<file path="src/rtl/sram_access_ctrl.sv">
// Single-port SRAM access sequencer: precharge -> wordline (+write driver) -> sense -> done.
// Optional SRAM_WR_VERIFY_EN adds a readback-and-compare pass after every write.
module sram_access_ctrl #(
  parameter int ROWS    = 8,
  parameter int COLS    = 8,
  parameter int ADDR_W  = 3,
  parameter int PRE_CYC = 2,
  parameter int WL_CYC  = 3
) (
  input  logic              clk,
  input  logic              rst,
  input  logic              req,
  input  logic              we,
  input  logic [ADDR_W-1:0] addr,
  input  logic [COLS-1:0]   wdata,
  output logic              busy,
  output logic              done,
  output logic              err,
  output logic [COLS-1:0]   rdata,
  output logic              pre_en,
  output logic [ROWS-1:0]   wl,
  output logic              wr_en,
  output logic [COLS-1:0]   wr_data,
  output logic              sae,
  input  logic [COLS-1:0]   sa_out
);

  localparam int MAXC  = (PRE_CYC > WL_CYC) ? PRE_CYC : WL_CYC;
  localparam int CNT_W = $clog2(MAXC) + 1;
  localparam logic [CNT_W-1:0] PRE_LAST = CNT_W'(PRE_CYC - 1);
  localparam logic [CNT_W-1:0] WL_LAST  = CNT_W'(WL_CYC - 1);

  typedef enum logic [2:0] {IDLE, PRECH, ACCESS, SENSE, DONE} state_t;

  state_t            r_state;
  logic [CNT_W-1:0]  r_cnt;
  logic              r_we;
  logic [ADDR_W-1:0] r_addr;
  logic              r_busy, r_done, r_err, r_pre_en, r_wr_en, r_sae;
  logic [ROWS-1:0]   r_wl;
  logic [COLS-1:0]   r_wr_data, r_rdata;
`ifdef SRAM_WR_VERIFY_EN
  logic              r_verify;
`endif

  logic              w_in_range;
  logic [ROWS-1:0]   w_wl_dec;
  logic              w_wr_phase;
  logic              w_mis;

  assign w_in_range = (32'(r_addr) < ROWS);

  always_comb begin
    w_wl_dec = '0;
    for (int i = 0; i < ROWS; i++) w_wl_dec[i] = (r_addr == ADDR_W'(i));
  end

`ifdef SRAM_WR_VERIFY_EN
  // Readback pass reuses PRECH/ACCESS with the write driver held off.
  assign w_wr_phase = r_we && !r_verify;
  assign w_mis      = r_verify && w_in_range && (sa_out != r_wr_data);
`else
  assign w_wr_phase = r_we;
  assign w_mis      = 1'b0;
`endif

  always_ff @(posedge clk or posedge rst) begin
    if (rst) begin
      r_state   <= IDLE;
      r_cnt     <= '0;
      r_we      <= 1'b0;
      r_addr    <= '0;
      r_busy    <= 1'b0;
      r_done    <= 1'b0;
      r_err     <= 1'b0;
      r_pre_en  <= 1'b0;
      r_wr_en   <= 1'b0;
      r_sae     <= 1'b0;
      r_wl      <= '0;
      r_wr_data <= '0;
      r_rdata   <= '0;
`ifdef SRAM_WR_VERIFY_EN
      r_verify  <= 1'b0;
`endif
    end else begin
      case (r_state)
        IDLE: if (req) begin
          r_we     <= we;
          r_addr   <= addr;
          if (we) r_wr_data <= wdata;
          r_state  <= PRECH;
          r_cnt    <= '0;
          r_busy   <= 1'b1;
          r_pre_en <= 1'b1;
          r_err    <= 1'b0;
`ifdef SRAM_WR_VERIFY_EN
          r_verify <= 1'b0;
`endif
        end
        PRECH: if (r_cnt == PRE_LAST) begin
          r_cnt    <= '0;
          r_pre_en <= 1'b0;
          r_state  <= ACCESS;
          r_wl     <= w_in_range ? w_wl_dec : '0;
          r_wr_en  <= w_in_range && w_wr_phase;
        end else begin
          r_cnt <= r_cnt + 1'b1;
        end
        ACCESS: if (r_cnt == WL_LAST) begin
          r_cnt   <= '0;
          r_wl    <= '0;
          r_wr_en <= 1'b0;
          if (w_wr_phase) begin
`ifdef SRAM_WR_VERIFY_EN
            r_verify <= 1'b1;
            r_pre_en <= 1'b1;
            r_state  <= PRECH;
`else
            r_done  <= 1'b1;
            r_err   <= !w_in_range;
            r_state <= DONE;
`endif
          end else begin
            r_sae   <= w_in_range;
            r_state <= SENSE;
          end
        end else begin
          r_cnt <= r_cnt + 1'b1;
        end
        SENSE: begin
          r_sae   <= 1'b0;
          if (w_in_range) r_rdata <= sa_out;
          r_err   <= !w_in_range || w_mis;
          r_done  <= 1'b1;
          r_cnt   <= '0;
          r_state <= DONE;
        end
        DONE: begin
          r_done  <= 1'b0;
          r_busy  <= 1'b0;
          r_err   <= 1'b0;
          r_cnt   <= '0;
          r_state <= IDLE;
        end
        default: r_state <= IDLE;
      endcase
    end
  end

  assign busy    = r_busy;
  assign done    = r_done;
  assign err     = r_err;
  assign rdata   = r_rdata;
  assign pre_en  = r_pre_en;
  assign wl      = r_wl;
  assign wr_en   = r_wr_en;
  assign wr_data = r_wr_data;
  assign sae     = r_sae;

endmodule

</file>
<file path="config.mk">
export PLATFORM = sky130hd
export DESIGN_NAME = sram_access_ctrl
export DESIGN_NICKNAME = d
export VERILOG_FILES = /design/src/rtl/sram_access_ctrl.sv
export SDC_FILE = /design/constraint.sdc
export NUM_CORES = 1
export LEC_CHECK = 0
export ABC_CLOCK_PERIOD_IN_PS = 1600
export CAP_MARGIN = 20
export CELL_PAD_IN_SITES_DETAIL_PLACEMENT = 1
export CELL_PAD_IN_SITES_GLOBAL_PLACEMENT = 1
export CORE_MARGIN = 3
export CORE_UTILIZATION = 33
export CTS_BUF_LIST = sky130_fd_sc_hd__clkbuf_16
export DETAILED_ROUTE_END_ITERATION = 8
export PLACE_DENSITY = 0.81
export SYNTH_ARGS = -nofsm -noshare
export SYNTH_HDL_FRONTEND = slang
export SYNTH_SLANG_ARGS = --single-unit
</file>
<file path="constraint.sdc">
create_clock -name clk -period 1.6 [get_ports clk]
set_input_delay 0.24 -clock clk [delete_from_list [all_inputs] [get_ports clk]]
set_output_delay 0.24 -clock clk [all_outputs]
set_load 0.02 [all_outputs]
</file>
==> impl_metrics.py, run 1 <==
metrics = {
    "global_routing": {
        "grt_pass1_wl_mm": 7.46,
        "grt_overflow": 0,
        "antenna_found_initial": 0,
        "grt_max_degree": 40,
        "grt_usage_pct": 15.6,
        "grt_pass1_vias": 1517,
    },
    "synthesis": {
        "syn_nets": 166,
        "synth_most_common_cell": "dfrtp_1",
        "synthFlopType": "dfrtp_1",
        "syn_area_per_cell_um2": 12.6,
        "synth_seq_cells": 39,
        "netlist_area_um2": 1800,
        "yosysSeqAreaShare_pct": 54.1,
        "async_flop_share_pct": 100,
        "synthTopCellsByCount": "39 x dfrtp_1, 25 x mux2_2, 7 x a21oi_1, 6 x o21ai_0",
        "postSynthCellCount": 143,
        "synth_top_area_share_pct": 54.1,
        "synth_warnings": 0,
        "synth_top_cell_by_area": "dfrtp_1",
        "synth_cell_types": 43,
        "synth_edf_count": 0,
        "synth_top_cells_by_area": "dfrtp_1 54%, mux2_2 16%, a21oi_1 1.9%, and4b_1 1.7%, mux2i_1 1.7%",
    },
    "placed_design": {
        "globalplace.congestion": 0.757,
        "dp_cells": 271,
        "dp_hpwl_mm": 3.03,
        "port_buffers": 51,
    },
    "setup_path": {
        "cp_max_fo": 8,
        "path_class": "reg2reg",
        "setup.worst_path.start": "r_state[0]$_DFFE_PP0P_",
        "worstPathArrival_ns": 1.77,
        "critPathCaptureType": "register",
        "cp.required_ns": 1.77,
        "r2r_start": "r_state[0]$_DFFE_PP0P_",
        "critPathLaunchType": "register",
    },
    "final_layout": {
        "fillCellCount": 560,
        "final_cells": 284,
        "diodes": 0,
        "fin_nets": 236,
        "synthToLayoutAreaGrowth_pct": 48.6,
        "layout-drive-gt1-share_pct": 29.4,
    },
    "detailed_routing": {
        "vias_per_cell": 4.93,
        "drtAntennaViolNets": 0,
        "dr.pass1.iters": 4,
        "drc": 0,
        "wl_per_cell_um": 16.5,
        "drt_iter0_drc": 35,
        "num_vias": 1401,
        "drt-total-wl_mm": 4.68,
    },
    "sta": {
        "slew_violations": 0,
        "setup_viol": 1,
        "fin_crit_ns": 1.60,
        "skew_ns": 0.00713,
        "post-route-period-util_pct": 100,
        "fin_setup_tns_ns": -0.000193,
        "max_freq_mhz": 625,
        "hold_viol_final": 0,
        "final.setup.worst_slack_ns": -0.000193,
        "rsz0062_at_grt": "true",
    },
    "clock_tree": {
        "clk_latency_ns": 0.28,
        "cts_root_buf": "clkbuf_16",
        "cts_hold_buf": 0,
        "cts-buffers-inserted": 5,
        "path_clk_slew_ns": 0.06,
        "htree_levels": 2,
        "clock-sinks": 39,
        "clockBufferDepth": 2,
        "cts_tree": "built",
    },
    "die": {
        "start_util_pct": 34.7,
        "fp.dieW_um": 79.9,
        "dieArea_um2": 6390,
        "ios": 53,
        "num_rows": 26,
        "die_y_um": 79.9,
        "core-area_um2": 5200,
    },
    "power_and_ir_drop": {
        "leakagePower_uw": 0.00117,
        "power_density_nw_per_um2": 2020,
        "ir_worst_vdd_mv": 1.20,
    },
    "status": {
        "violations": "setup timing",
        "outcome": "complete, but fails checks",
    },
    "hold_path": {
        "hp-class": "in2async",
    },
    "run": {
        "maxCapViolCount": 0,
    },
}
## flip-flops by register name, summed over array words and instances (netlist names)
| signal | flops |
|---|---|
| r_cnt | 3 |
| r_addr | 3 |
| r_we | 1 |
| pre_en | 1 |
| wr_en | 1 |
| done | 1 |
| wl | 8 |
| r_state | 3 |
| sae | 1 |
| wr_data | 8 |
| busy | 1 |
| rdata | 8 |
## timing repair
action / in CTS / in global routing
pin swaps: 0 / 3
setup buffers: 0 / 6
hold endpoints to repair: 0 / 0
setup endpoints to repair: 11 / 29
resized for setup: 2 / 9
## cells in the final DEF, fill, tap and decap left out, drive strengths merged, types with 2 or more instances in the layout
cell type	count
a21oi	7
clkbuf	5
dfrtp	39
a21boi	2
o21ai	6
nand2	6
mux2i	3
and3b	2
inv	7
buf	19
nand4bb	2
clkdlybuf4s50	51
nor4bb	2
nor2	5
and4b	3
or4	2
nand2b	2
nor2b	4
mux2	26
## metal layers
| metal | track usage, % | up-vias | wire length (um) |
|---|---|---|---|
| li1 | - | 659 | - |
| met1 | 17.7 | 698 | 1850 |
| met2 | 26.1 | 38 | 2510 |
| met3 | 5.53 | 6 | 251 |
| met4 | 7.09 | 0 | 81 |
| met5 | 0 | - | 0 |
## stage by stage
| stage | power (uW) | cell area (um^2) | setup slack, ns | utilization (%) | hold WS, ns |
|---|---|---|---|---|---|
| 6_report | 5430 | 2680 | -0.000193 | 51.5 | 0.363 |
| 5_1_grt | 5790 | 2680 | -0.0501 | 51.5 | 0.376 |
| 4_1_cts | 5350 | 2620 | -0.0137 | 50.3 | 0.376 |
| 3_5_place_dp | 4310 | 2470 | -0.0751 | 47.5 | 0.494 |
| 3_3_place_gp | 4220 | 2470 | -0.0317 | 47.5 | 0.488 |
| 2_1_floorplan | 3190 | 1800 | 0.0899 | - | 0.391 |
## worst max-delay path: stages (launching register included)
cell and delay [ns]:
dfrtp_2 0.46, buf_6 0.15, nor4b_4 0.36, buf_4 0.21, mux2_4 0.30
## logic make-up after synthesis
| family | share of synthesized area (%) |
|---|---|
| other | 0.208 |
| multiplexers | 18.1 |
| AO/OA/AOI/OAI | 9.16 |
| buffers and inverters | 3.88 |
| AND/OR/NAND/NOR | 14.1 |
| flip-flops | 54.1 |
| XOR/XNOR | 0.486 |
## final cells by class
class / count / area [um^2] / share of cell area, %
tap: 70 / 87.6 / 3.27
sequential: 39 / 981 / 36.6
timing repair buffer: 70 / 669 / 25.0
clock buffer: 5 / 125 / 4.67
inverter: 6 / 22.5 / 0.840
multi-input combinational: 91 / 779 / 29.1
clock inverter: 3 / 16.3 / 0.607
## report_power, final
| part | leakage (uW) | internal, uW | switching, uW |
|---|---|---|---|
| Clock | 0.0000710 | 569 | 398 |
| Combinational | 0.000624 | 1440 | 1220 |
| Sequential | 0.000473 | 1440 | 364 |
## final timing paths
kind,endpoint,slack (ns),cells past startpoint
max,r_addr[0]$_DFFE_PP0P_,-0.0002,4
min reg2reg,wr_data[5]$_DFFE_PP0P_,0.50,1
max reg2reg,r_addr[0]$_DFFE_PP0P_,-0.0002,4
max in group asynchronous,r_state[2]$_DFFE_PP0P_,1.04,3
min,r_state[1]$_DFFE_PP0P_,0.36,3
min in group clk,wr_data[5]$_DFFE_PP0P_,0.50,1
Power figures use the tool's default switching activity.
==> inputs of run 2 (changes only) <==
RECOVER_POWER = 50   (was not set)
==> impl_metrics.py, run 2 (synthesis results as in run 1) <==
metrics = {
    "status": {
        "outcome": "complete, but fails checks",
        "violations": "setup timing",
    },
    "detailed_routing": {
        "dr.pass1.iters": 4,
        "vias_per_cell": 4.93,
        "drc": 0,
        "highest_layer": "met4",
        "wl_per_cell_um": 16.5,
        "drt-total-wl_mm": 4.68,
        "drt_iter0_drc": 35,
        "drtAntennaViolNets": 0,
        "route.met2.wl_mm": 2.48,
        "met1_length_mm": 1.87,
        "num_vias": 1399,
        "wl_met3_um": 248,
    },
    "setup_path": {
        "path_delay_family": "flip-flops",
        "crit_buf_inv": 2,
        "r2r_start": "r_state[0]$_DFFE_PP0P_",
        "max_stage_delay_ns": 0.46,
        "worstPathArrival_ns": 1.77,
        "setup.worst_path.start": "r_state[0]$_DFFE_PP0P_",
        "critPathLaunchType": "register",
        "path_cells": "buf_6 -> nor4b_4 -> buf_4 -> mux2_4",
        "critPathCaptureType": "register",
        "path_class": "reg2reg",
        "cp_max_fo": 8,
        "slowest_stage": "dfrtp_2",
        "cp.required_ns": 1.77,
    },
    "die": {
        "num_rows": 26,
        "ios": 53,
        "fp.dieW_um": 79.9,
        "dieArea_um2": 6390,
        "core-area_um2": 5200,
        "start_util_pct": 34.7,
        "die_y_um": 79.9,
    },
    "global_routing": {
        "grt_usage_pct": 15.6,
        "grt_max_degree": 40,
        "grt_pass1_vias": 1517,
        "grt_overflow": 0,
        "grt_pass1_wl_mm": 7.46,
        "antenna_found_initial": 0,
    },
    "power_and_ir_drop": {
        "power_density_nw_per_um2": 2030,
        "leakagePower_uw": 0.00116,
        "p_total_uw": 5410,
        "ir_worst_vdd_mv": 1.20,
    },
    "placed_design": {
        "globalplace.congestion": 0.757,
        "dp_hpwl_mm": 3.03,
        "port_buffers": 51,
    },
    "sta": {
        "final.setup.worst_slack_ns": -0.00431,
        "fin_crit_ns": 1.60,
        "skew_ns": 0.00714,
        "rsz0062_at_grt": "true",
        "post-route-period-util_pct": 100,
        "maxSlewHeadroom_pct": 35.7,
        "slew_violations": 0,
        "max_freq_mhz": 623,
        "hold_viol_final": 0,
        "max_slew.worst_pin.slew_ns": 0.964,
        "setup_viol": 2,
    },
    "hold_path": {
        "hp-class": "reg2reg",
        "hp-start": "wr_data[5]$_DFFE_PP0P_",
    },
    "final_layout": {
        "diodes": 0,
        "final_cell_mix": "50 x clkdlybuf4s50_1, 36 x dfrtp_1, 22 x mux2_2, 16 x buf_4, 7 x a21oi_1",
        "fin_nets": 236,
        "layout_commonest_cell": "clkdlybuf4s50_1",
        "layout-drive-gt1-share_pct": 28.5,
        "post-route-util_pct": 51.1,
        "fillCellCount": 562,
        "synthToLayoutAreaGrowth_pct": 47.5,
    },
    "clock_tree": {
        "htree_levels": 2,
        "cts_tree": "built",
        "path_clk_slew_ns": 0.06,
        "cts_root_buf": "clkbuf_16",
        "clockBufferDepth": 2,
        "clock-sinks": 39,
        "clk_latency_ns": 0.28,
        "cts_hold_buf": 0,
        "cts-buffers-inserted": 5,
    },
    "run": {
        "maxCapViolCount": 0,
    },
}
run 2: cell count changes in the layout (fill, tap and decap cells not counted), sizes merged:
cell,delta
buf,-2
clkdlybuf4s50,-1
clkbuf,+2
dlygate4sd3,+1
run 2: area by class of cell:
class                           instances  area, um^2  share of cell area (%)
Clock inverter                          3        16.3                   0.611
Multi-Input combinational cell         91         779                    29.3
Timing Repair Buffer                   70         651                    24.4
Sequential cell                        39         980                    36.8
Inverter                                6        22.5                   0.846
Tap cell                               70        87.6                    3.29
Clock buffer                            5         125                    4.70
run 2: timing repair:
| action | 4_1_cts | 5_1_grt |
|---|---|---|
| endpoints found under the setup margin | 11 | 29 |
| setup buffers | 0 | 6 |
| pin swaps | 0 | 3 |
| gates resized for setup | 2 | 9 |
run 2: final timing paths:
kind,endpoint,slack (ns),depth (start not counted)
hold / removal,wr_data[5]$_DFFE_PP0P_,0.50,1
setup / recovery,r_addr[0]$_DFFE_PP0P_,-0.004,4
min in group asynchronous,sae$_DFFE_PP0P_,0.74,3
max in group asynchronous,r_cnt[1]$_DFFE_PP0P_,0.21,3
hold reg to reg,wr_data[5]$_DFFE_PP0P_,0.50,1
setup reg to reg,r_addr[0]$_DFFE_PP0P_,-0.004,4
run 2: routing by layer:
| metal | track usage [%] | up-vias |
|---|---|---|
| li1 | - | 659 |
| met1 | 17.7 | 696 |
| met2 | 26.1 | 38 |
| met3 | 5.53 | 6 |
| met4 | 7.09 | 0 |
| met5 | 0 | - |
run 2: stage by stage:
stage | instances | cell area [um^2] | hold slack, ns | setup slack, ns | setup TNS [ns]
5_1_grt | 284 | 2660 | 0.527 | -0.0501 | -0.637
3_5_place_dp | 271 | 2470 | 0.494 | -0.0751 | -0.711
2_1_floorplan | 143 | 1800 | 0.391 | 0.0899 | 0
3_3_place_gp | 271 | 2470 | 0.488 | -0.0317 | -0.329
6_report | 284 | 2660 | 0.502 | -0.00431 | -0.00712
4_1_cts | 279 | 2620 | 0.376 | -0.0137 | -0.0554
run 2: power by group:
| group | switching, uW | leakage (uW) | internal (uW) |
|---|---|---|---|
| combinational | 1210 | 0.000614 | 1430 |
| sequential | 367 | 0.000474 | 1440 |
| clock | 396 | 0.0000710 | 569 |
